--- config.mk ---
export PLATFORM = sky130hd
export DESIGN_NAME = muldiv_unit
export DESIGN_NICKNAME = d
export VERILOG_FILES = /design/src/rtl/muldiv_unit.sv
export SDC_FILE = /design/constraint.sdc
export NUM_CORES = 1
export LEC_CHECK = 0
export BUFFER_PORTS_ARGS = -buffer_cell sky130_fd_sc_hd__clkbuf_2
export CELL_PAD_IN_SITES_DETAIL_PLACEMENT = 0
export CELL_PAD_IN_SITES_GLOBAL_PLACEMENT = 1
export CORE_MARGIN = 1.5
export CORE_UTILIZATION = 40
export DETAILED_ROUTE_END_ITERATION = 6
export PLACE_DENSITY = 0.79
export SYNTH_ARGS = -nofsm -noshare
export SYNTH_HDL_FRONTEND = slang
export SYNTH_SLANG_ARGS = --single-unit
--- constraint.sdc ---
create_clock -name clk -period 11 [get_ports clk]
set_input_delay 2.2 -clock clk [delete_from_list [all_inputs] [get_ports clk]]
set_output_delay 2.2 -clock clk [all_outputs]
set_load 0.02 [all_outputs]
--- src/rtl/muldiv_unit.sv ---
// muldiv_unit: iterative RV32M multiply/divide unit, radix-2 shift-add multiply and restoring divide, fixed WIDTH+2 latency.
module muldiv_unit #(
  parameter int WIDTH = 32
) (
  input  logic             clk,
  input  logic             rst,
  input  logic             start,
  input  logic [4:0]       alu_op,
  input  logic [WIDTH-1:0] rs1,
  input  logic [WIDTH-1:0] rs2,
  input  logic             kill,
  output logic             busy,
  output logic             done,
  output logic [WIDTH-1:0] result
);
  localparam int CW = $clog2(WIDTH);
  typedef enum logic [2:0] {IDLE, PREP, RUN, FIX, DONE} state_t;
  state_t state_q, state_d;
  logic [2:0] op_q, op_d;
  logic [WIDTH-1:0] a_q, a_d, b_q, b_d, ma_q, ma_d, mb_q, mb_d, result_q, result_d;
  logic na_q, na_d, nb_q, nb_d, dz_q, dz_d, ov_q, ov_d;
  logic [2*WIDTH-1:0] prod_q, prod_d;
  logic [CW-1:0] cnt_q, cnt_d;
  logic [WIDTH:0] mul_sum, r_sh;
  logic [WIDTH-1:0] r_sub, quo_s, rem_s, fix_res;
  logic [2*WIDTH-1:0] mul_nx, div_nx, prod_s;
  logic ge, sa, sb;
  assign busy   = state_q == PREP || state_q == RUN || state_q == FIX;
  assign done   = state_q == DONE;
  assign result = result_q;
  assign sa = ~(op_q[1] & op_q[0]);
  assign sb = ~op_q[1];
  assign mul_sum = {1'b0, prod_q[2*WIDTH-1:WIDTH]} + {1'b0, prod_q[0] ? ma_q : {WIDTH{1'b0}}};
  assign mul_nx  = {mul_sum, prod_q[WIDTH-1:1]};
  // Remainder lives in the upper half, dividend shifts out of the lower half as quotient bits shift in.
  assign r_sh   = {prod_q[2*WIDTH-1:WIDTH], prod_q[WIDTH-1]};
  assign ge     = r_sh >= {1'b0, mb_q};
  assign r_sub  = r_sh[WIDTH-1:0] - mb_q;
  assign div_nx = {ge ? r_sub : r_sh[WIDTH-1:0], prod_q[WIDTH-2:0], ge};
  assign prod_s = (na_q ^ nb_q) ? -prod_q : prod_q;
  assign quo_s  = (na_q ^ nb_q) ? -prod_q[WIDTH-1:0] : prod_q[WIDTH-1:0];
  assign rem_s  = na_q ? -prod_q[2*WIDTH-1:WIDTH] : prod_q[2*WIDTH-1:WIDTH];
  assign fix_res = !op_q[2] ? (op_q[1:0] == 2'b00 ? prod_s[WIDTH-1:0] : prod_s[2*WIDTH-1:WIDTH])
                 : op_q[1:0] == 2'b00 ? (dz_q ? {WIDTH{1'b1}} : ov_q ? {1'b1, {(WIDTH-1){1'b0}}} : quo_s)
                 : (dz_q ? a_q : ov_q ? {WIDTH{1'b0}} : rem_s);
  always_comb begin
    state_d  = state_q;
    op_d     = op_q;
    a_d      = a_q;
    b_d      = b_q;
    ma_d     = ma_q;
    mb_d     = mb_q;
    na_d     = na_q;
    nb_d     = nb_q;
    dz_d     = dz_q;
    ov_d     = ov_q;
    prod_d   = prod_q;
    cnt_d    = cnt_q;
    result_d = result_q;
    case (state_q)
      IDLE: if (start && alu_op[4:3] == 2'b11 && alu_op[2:0] != 3'b110) begin
        state_d = PREP;
        op_d    = alu_op[2:0];
        a_d     = rs1;
        b_d     = rs2;
      end
      PREP: begin
        na_d    = sa & a_q[WIDTH-1];
        nb_d    = sb & b_q[WIDTH-1];
        ma_d    = na_d ? -a_q : a_q;
        mb_d    = nb_d ? -b_q : b_q;
        dz_d    = b_q == '0;
        ov_d    = op_q[2] && !op_q[1] && a_q == {1'b1, {(WIDTH-1){1'b0}}} && &b_q;
        prod_d  = {{WIDTH{1'b0}}, op_q[2] ? ma_d : mb_d};
        cnt_d   = '0;
        state_d = RUN;
      end
      RUN: begin
        prod_d  = op_q[2] ? div_nx : mul_nx;
        cnt_d   = cnt_q + CW'(1);
        state_d = cnt_q == CW'(WIDTH-1) ? FIX : RUN;
      end
      FIX: begin
        result_d = fix_res;
        state_d  = DONE;
      end
      default: state_d = IDLE;
    endcase
    if (kill && busy) begin
      state_d  = IDLE;
      result_d = result_q;
    end
  end
  always_ff @(posedge clk or posedge rst) begin
    if (rst) begin
      state_q  <= IDLE;
      op_q     <= '0;
      a_q      <= '0;
      b_q      <= '0;
      ma_q     <= '0;
      mb_q     <= '0;
      na_q     <= 1'b0;
      nb_q     <= 1'b0;
      dz_q     <= 1'b0;
      ov_q     <= 1'b0;
      prod_q   <= '0;
      cnt_q    <= '0;
      result_q <= '0;
    end else begin
      state_q  <= state_d;
      op_q     <= op_d;
      a_q      <= a_d;
      b_q      <= b_d;
      ma_q     <= ma_d;
      mb_q     <= mb_d;
      na_q     <= na_d;
      nb_q     <= nb_d;
      dz_q     <= dz_d;
      ov_q     <= ov_d;
      prod_q   <= prod_d;
      cnt_q    <= cnt_d;
      result_q <= result_d;
    end
  end
endmodule

# After elaboration in Yosys (flattened, before gate mapping)
# Index checks and enable logic that the tools add are counted.
# word_totals
register_bits	239
inputBits	73
wordCells	76
# classes
bitwise_logic	7
n_addsub	8
eq_ne	9
n_reduce_logical	16
n_mux	22
order_cmp	1
# ops
operator	count
$mux W32	14
$mux W64	2
$neg A32 Y32	4
$pmux W64 S2	1
$neg A64 Y64	1
$add A32 B32 Y33	1
$ge A33 B32 Y1	1
$eq A32 B32 Y1 const B	1
$logic_not A32 Y1	1
$reduce_and A32 Y1	1
$sub A32 B32 Y32	1
$pmux W3 S4	1
$pmux W5 S2	1
$eq A3 B2 Y1 const B	2
$logic_and A1 B1 Y1	6
$mux W3	2
$ne A3 B3 Y1 const B	2
$add A5 B1 Y5 const B	1
$eq A5 B5 Y1 const B	1
$reduce_and A2 Y1	2
$and A1 B1 Y1	3
$eq A3 B1 Y1 const B	1
$eq A3 B3 Y1 const B	1
$logic_not A3 Y1	1
other kinds (8)	11

# Longest topological paths before layout
# logic_depth
ltp_word	6
mapped_depth	16
mapped_depth_nobuf	14

# Worst setup path after synthesis
# Ideal clock, no wire load.
# synth_path
kind	register to register
startpoint	reg prod_q[0]
endpoint	reg prod_q[63]
setup_slack_ns	7.151
setup_ns	0.067
synth_period_minus_slack_ns	3.849
stages_incl_launch_ff	17
arrival_time_ns	3.782
cell_sequence	dfrtp_1 clkbuf_1 clkbuf_1 and2_1 ha_1 inv_1 fa_1 nor2b_1 o21ai_0 a211oi_1 a211oi_1 o31ai_1 a311oi_1 o21ai_0 nand4_1 a2111oi_0 a22o_1
# synth_via
elab_chain_cells	4
# synth_lines
item	line	text
from (decl)	22	logic [2*WIDTH-1:0] prod_q, prod_d;
from (signal assigned)	120	prod_q <= prod_d;
$mux W32	33	assign mul_sum = {1'b0, prod_q[2*WIDTH-1:WIDTH]} + {1'b0, prod_q[0] ? ma_q : {WIDTH{1'b0}}};
$add A32 B32 Y33	33	
$mux W64	79	prod_d = op_q[2] ? div_nx : mul_nx;
$pmux W64 S2	60	case (state_q)
# No other way between the ends.
# A chain may end at the register's enable or synchronous reset.

# Worst setup path in the final report
# Ends and elaborated chain as after synthesis.

==> flow_metrics.env <==
export IMPL_synth_seq_cells=239
export IMPL_synth_edf_count=0
export IMPL_die_w_um=215
export IMPL_timing_rr_end="prod_q[63]"
export IMPL_min_to="ma_q[28]"
export IMPL_irDropWorstVdd_uv=158
export IMPL_crit_path_end_kind="register"
export IMPL_crit_type="register to register"
export IMPL_portBuffers=106
export IMPL_rr_startpoint="prod_q[0]"
export IMPL_grt_pass1_vias=15800
export IMPL_yosysMostFrequentCell="nand2_1"
export IMPL_postRouteAntennaNets=0
export IMPL_status="complete, no violations"
export IMPL_drt_wl_total_um=64500
export IMPL_detail_route_wl_per_cell_um=23.4
export IMPL_finalHoldViolCount=0
export IMPL_fillers=4411
export IMPL_diodes=0
export IMPL_hold_path_startpoint="ma_q[28]"
export IMPL_start_kind="register"
export IMPL_fin_nets=2293
export IMPL_netSwitchingPower_mw=3.76
export IMPL_numCtsBuffers=28
export IMPL_finalSetupViolCount=0
export IMPL_ys_warn_count=0
export IMPL_r2r_cells=14
export IMPL_use_met2_pct=42.6
export IMPL_tns_ns=0
export IMPL_grt_use_met3_pct=5.50
export IMPL_fp_row_count=77
export IMPL_power_internal_mw=3.43
export IMPL_grt_max_degree=105
export IMPL_synth_adder_area_share_pct=5.19
export IMPL_post_cts_buffers=0
export IMPL_grt_use_total_pct=27.6
export IMPL_place_congestion=0.963
export IMPL_worstHoldPathCells=2
export IMPL_power_total_mw=7.18
export IMPL_syn_area_mm2=0.0179
export IMPL_vias_per_cell=6.03
export IMPL_antenna_found_initial=2
export IMPL_async_flop_share_pct=100
export IMPL_seq_power_share_pct=26.2
export IMPL_grt_pass1_wl_um=98000
export IMPL_dr_first_iter_drc_count=1652
export IMPL_drv_cap=0
export IMPL_cts_htree_levels=1
export IMPL_synth_xor_area_share_pct=9.79
export IMPL_yosys_top_cells_area="dfrtp_1, o21ai_0, xnor2_1"
export IMPL_final_cells=2757
export IMPL_slew_headroom_pct=3.94
export IMPL_clkTransAtPathRegs_ns=0.06
export IMPL_cts_root_buf="clkbuf_16"
export IMPL_synth_ff_type="dfrtp_1"
export IMPL_finClkSkew_ns=0.0209
export IMPL_drive_above_1_share_pct=13.3
export IMPL_start_util_pct=40.5
export IMPL_synthMuxAreaShare_pct=7.55
export IMPL_synth_simple_gate_area_share_pct=17.2
export IMPL_yosysTopAreaCell="dfrtp_1"
export IMPL_cts_resized=0
export IMPL_overflow=0
export IMPL_powerDensity_mw_per_mm2=365
export IMPL_worst_pin_slew_ns=1.43
export IMPL_clk_latency_ns=0.59
export IMPL_synth_top_area_share_pct=33.4
export IMPL_rsz0062_at_grt="no"
export IMPL_cp_max_fo=11
export IMPL_remaining_drc_errors=0
export IMPL_clockPowerShare_pct=13.1
export IMPL_p_leak_nw=8.53
export IMPL_fmax_mhz=228
export IMPL_synth_compound_area_share_pct=21.8
export IMPL_syn_area_per_cell_um2=8.40
export IMPL_syn_inst=2131
export IMPL_yosys_top_cells_count="nand2_1, o21ai_0, dfrtp_1, a21oi_1, nor2_1"
export IMPL_r2r_setup_slack_ns=6.61
export IMPL_io_pins=107
export IMPL_dieArea_mm2=0.0460
export IMPL_syn_to_final_growth_pct=9.86
export IMPL_holdWs_ns=0.472
export IMPL_synth_top_family_by_area="compound AO/OA/AOI/OAI gates"
export IMPL_synth_distinct_cells=84
export IMPL_busiest_layer="met2"
export IMPL_cts_tree="yes"
export IMPL_cts_hold_buf=0
export IMPL_cts_sinks=239
export IMPL_post_route_period_util_pct=39.9
export IMPL_dp_cells=2709
export IMPL_drt_pass1_iter_count=6
export IMPL_core_region_area_mm2=0.0442
export IMPL_use_met1_pct=37.8
export IMPL_syn_nets=2277
export IMPL_fin_crit_ns=4.39
export IMPL_die_h_um=215
export IMPL_crit_required_ns=11.52
export IMPL_hp_class="register to register"
export IMPL_switching_share_pct=52.3
export IMPL_synth_yosys_seq_area_share_pct=33.4
export IMPL_arrival_ns=4.91
export IMPL_drv_slew=0
export IMPL_finalCoreUtilization_pct=44.5
export IMPL_vias=16600
export IMPL_clock_path_buffers=3
export IMPL_pwr_share_comb_pct=60.7
export IMPL_dp_hpwl_um=48800
==> worst max-delay path by stage <==
stage / startpoint / endpoint / depth (start not counted)
6_report: prod_q[0] / prod_q[63] / 14
5_1_grt: prod_q[0] / prod_q[63] / 14
4_1_cts: prod_q[0] / prod_q[63] / 14
3_5_place_dp: kill / result[28] / 6
3_3_place_gp: kill / result[28] / 6
2_1_floorplan: rst / a_q[0] / 1
==> placed cells by master, fill, tap and decap left out, types with 25 or more instances in the layout <==
cell type and instances:
a21o_1 29, a21oi_1 157, a31oi_1 25, and2_1 41
clkbuf_16 28, clkbuf_2 106, dfrtp_1 238, ha_1 71
inv_1 65, mux2_2 72, mux2i_1 54, nand2_1 267
nor2_1 138, nor3_1 33, o21ai_0 247, o221ai_1 41
xnor2_1 116, xor2_1 82
==> kinds of logic after synthesis <==
group / count (synthesis)
AO/OA/AOI/OAI: 639
XOR/XNOR: 200
adder cells (fa/ha/maj): 73
buffers and inverters: 207
flip-flops: 239
multiplexers: 126
AND/OR/NAND/NOR: 647
==> worst max-delay path, cell delays in order, from the launching register on <==
cell and delay [ns]:
dfrtp_1 0.48, and2_1 0.18, ha_1 0.19, inv_1 0.06, fa_1 0.41, nor2b_1 0.18, o21ai_0 0.17, a211oi_1 0.43
a211oi_1 0.21, o31ai_1 0.59, a311oi_1 0.29, o21ai_0 0.39, nand4_1 0.15, a2111oi_0 0.40, a22o_1 0.18
==> per-layer routing <==
| metal | share of wire (%) | wire length [um] |
|---|---|---|
| met2 | 44 | 28500 |
| met3 | 8.2 | 5260 |
| met5 | 0.054 | 35 |
| met4 | 4.3 | 2780 |
| met1 | 43 | 27900 |
==> power by group through the flow <==
stage,registers [mW],clock network (mW),logic (mW)
final,1.88,0.942,4.36
after global routing,1.92,0.989,4.74
after CTS,1.86,0.955,4.29
after detailed placement,1.88,0,4.27
after global placement,1.86,0,4.23
after floorplan,1.58,0,3.16
==> stage by stage <==
| step | setup WS [ns] | cell area (um2) |
|---|---|---|
| finish | 6.61 | 19700 |
| global route | 6.22 | 19700 |
| CTS | 6.71 | 19700 |
| detailed placement | 6.18 | 18700 |
| global placement | 6.22 | 18700 |
| floorplan | 2.24 | 17900 |
==> state kept, by name (all words and copies together), names as in the netlist <==
name	flops
nb_q	1
a_q	32
dz_q	1
mb_q	32
ov_q	1
op_q	3
na_q	1
b_q	32
ma_q	32
state_q	3
cnt_q	5
prod_q	64
result	32
==> layout make-up <==
cell class | instances | area (um2) | area share [%]
clock buffer | 37 | 774 | 3.94
multi-input combinational | 1685 | 11100 | 56.4
sequential | 239 | 5980 | 30.4
timing repair buffer | 127 | 688 | 3.50
clock inverter | 11 | 139 | 0.706
inverter | 66 | 255 | 1.30
tap | 592 | 741 | 3.77
Power figures use the tool's default switching activity.
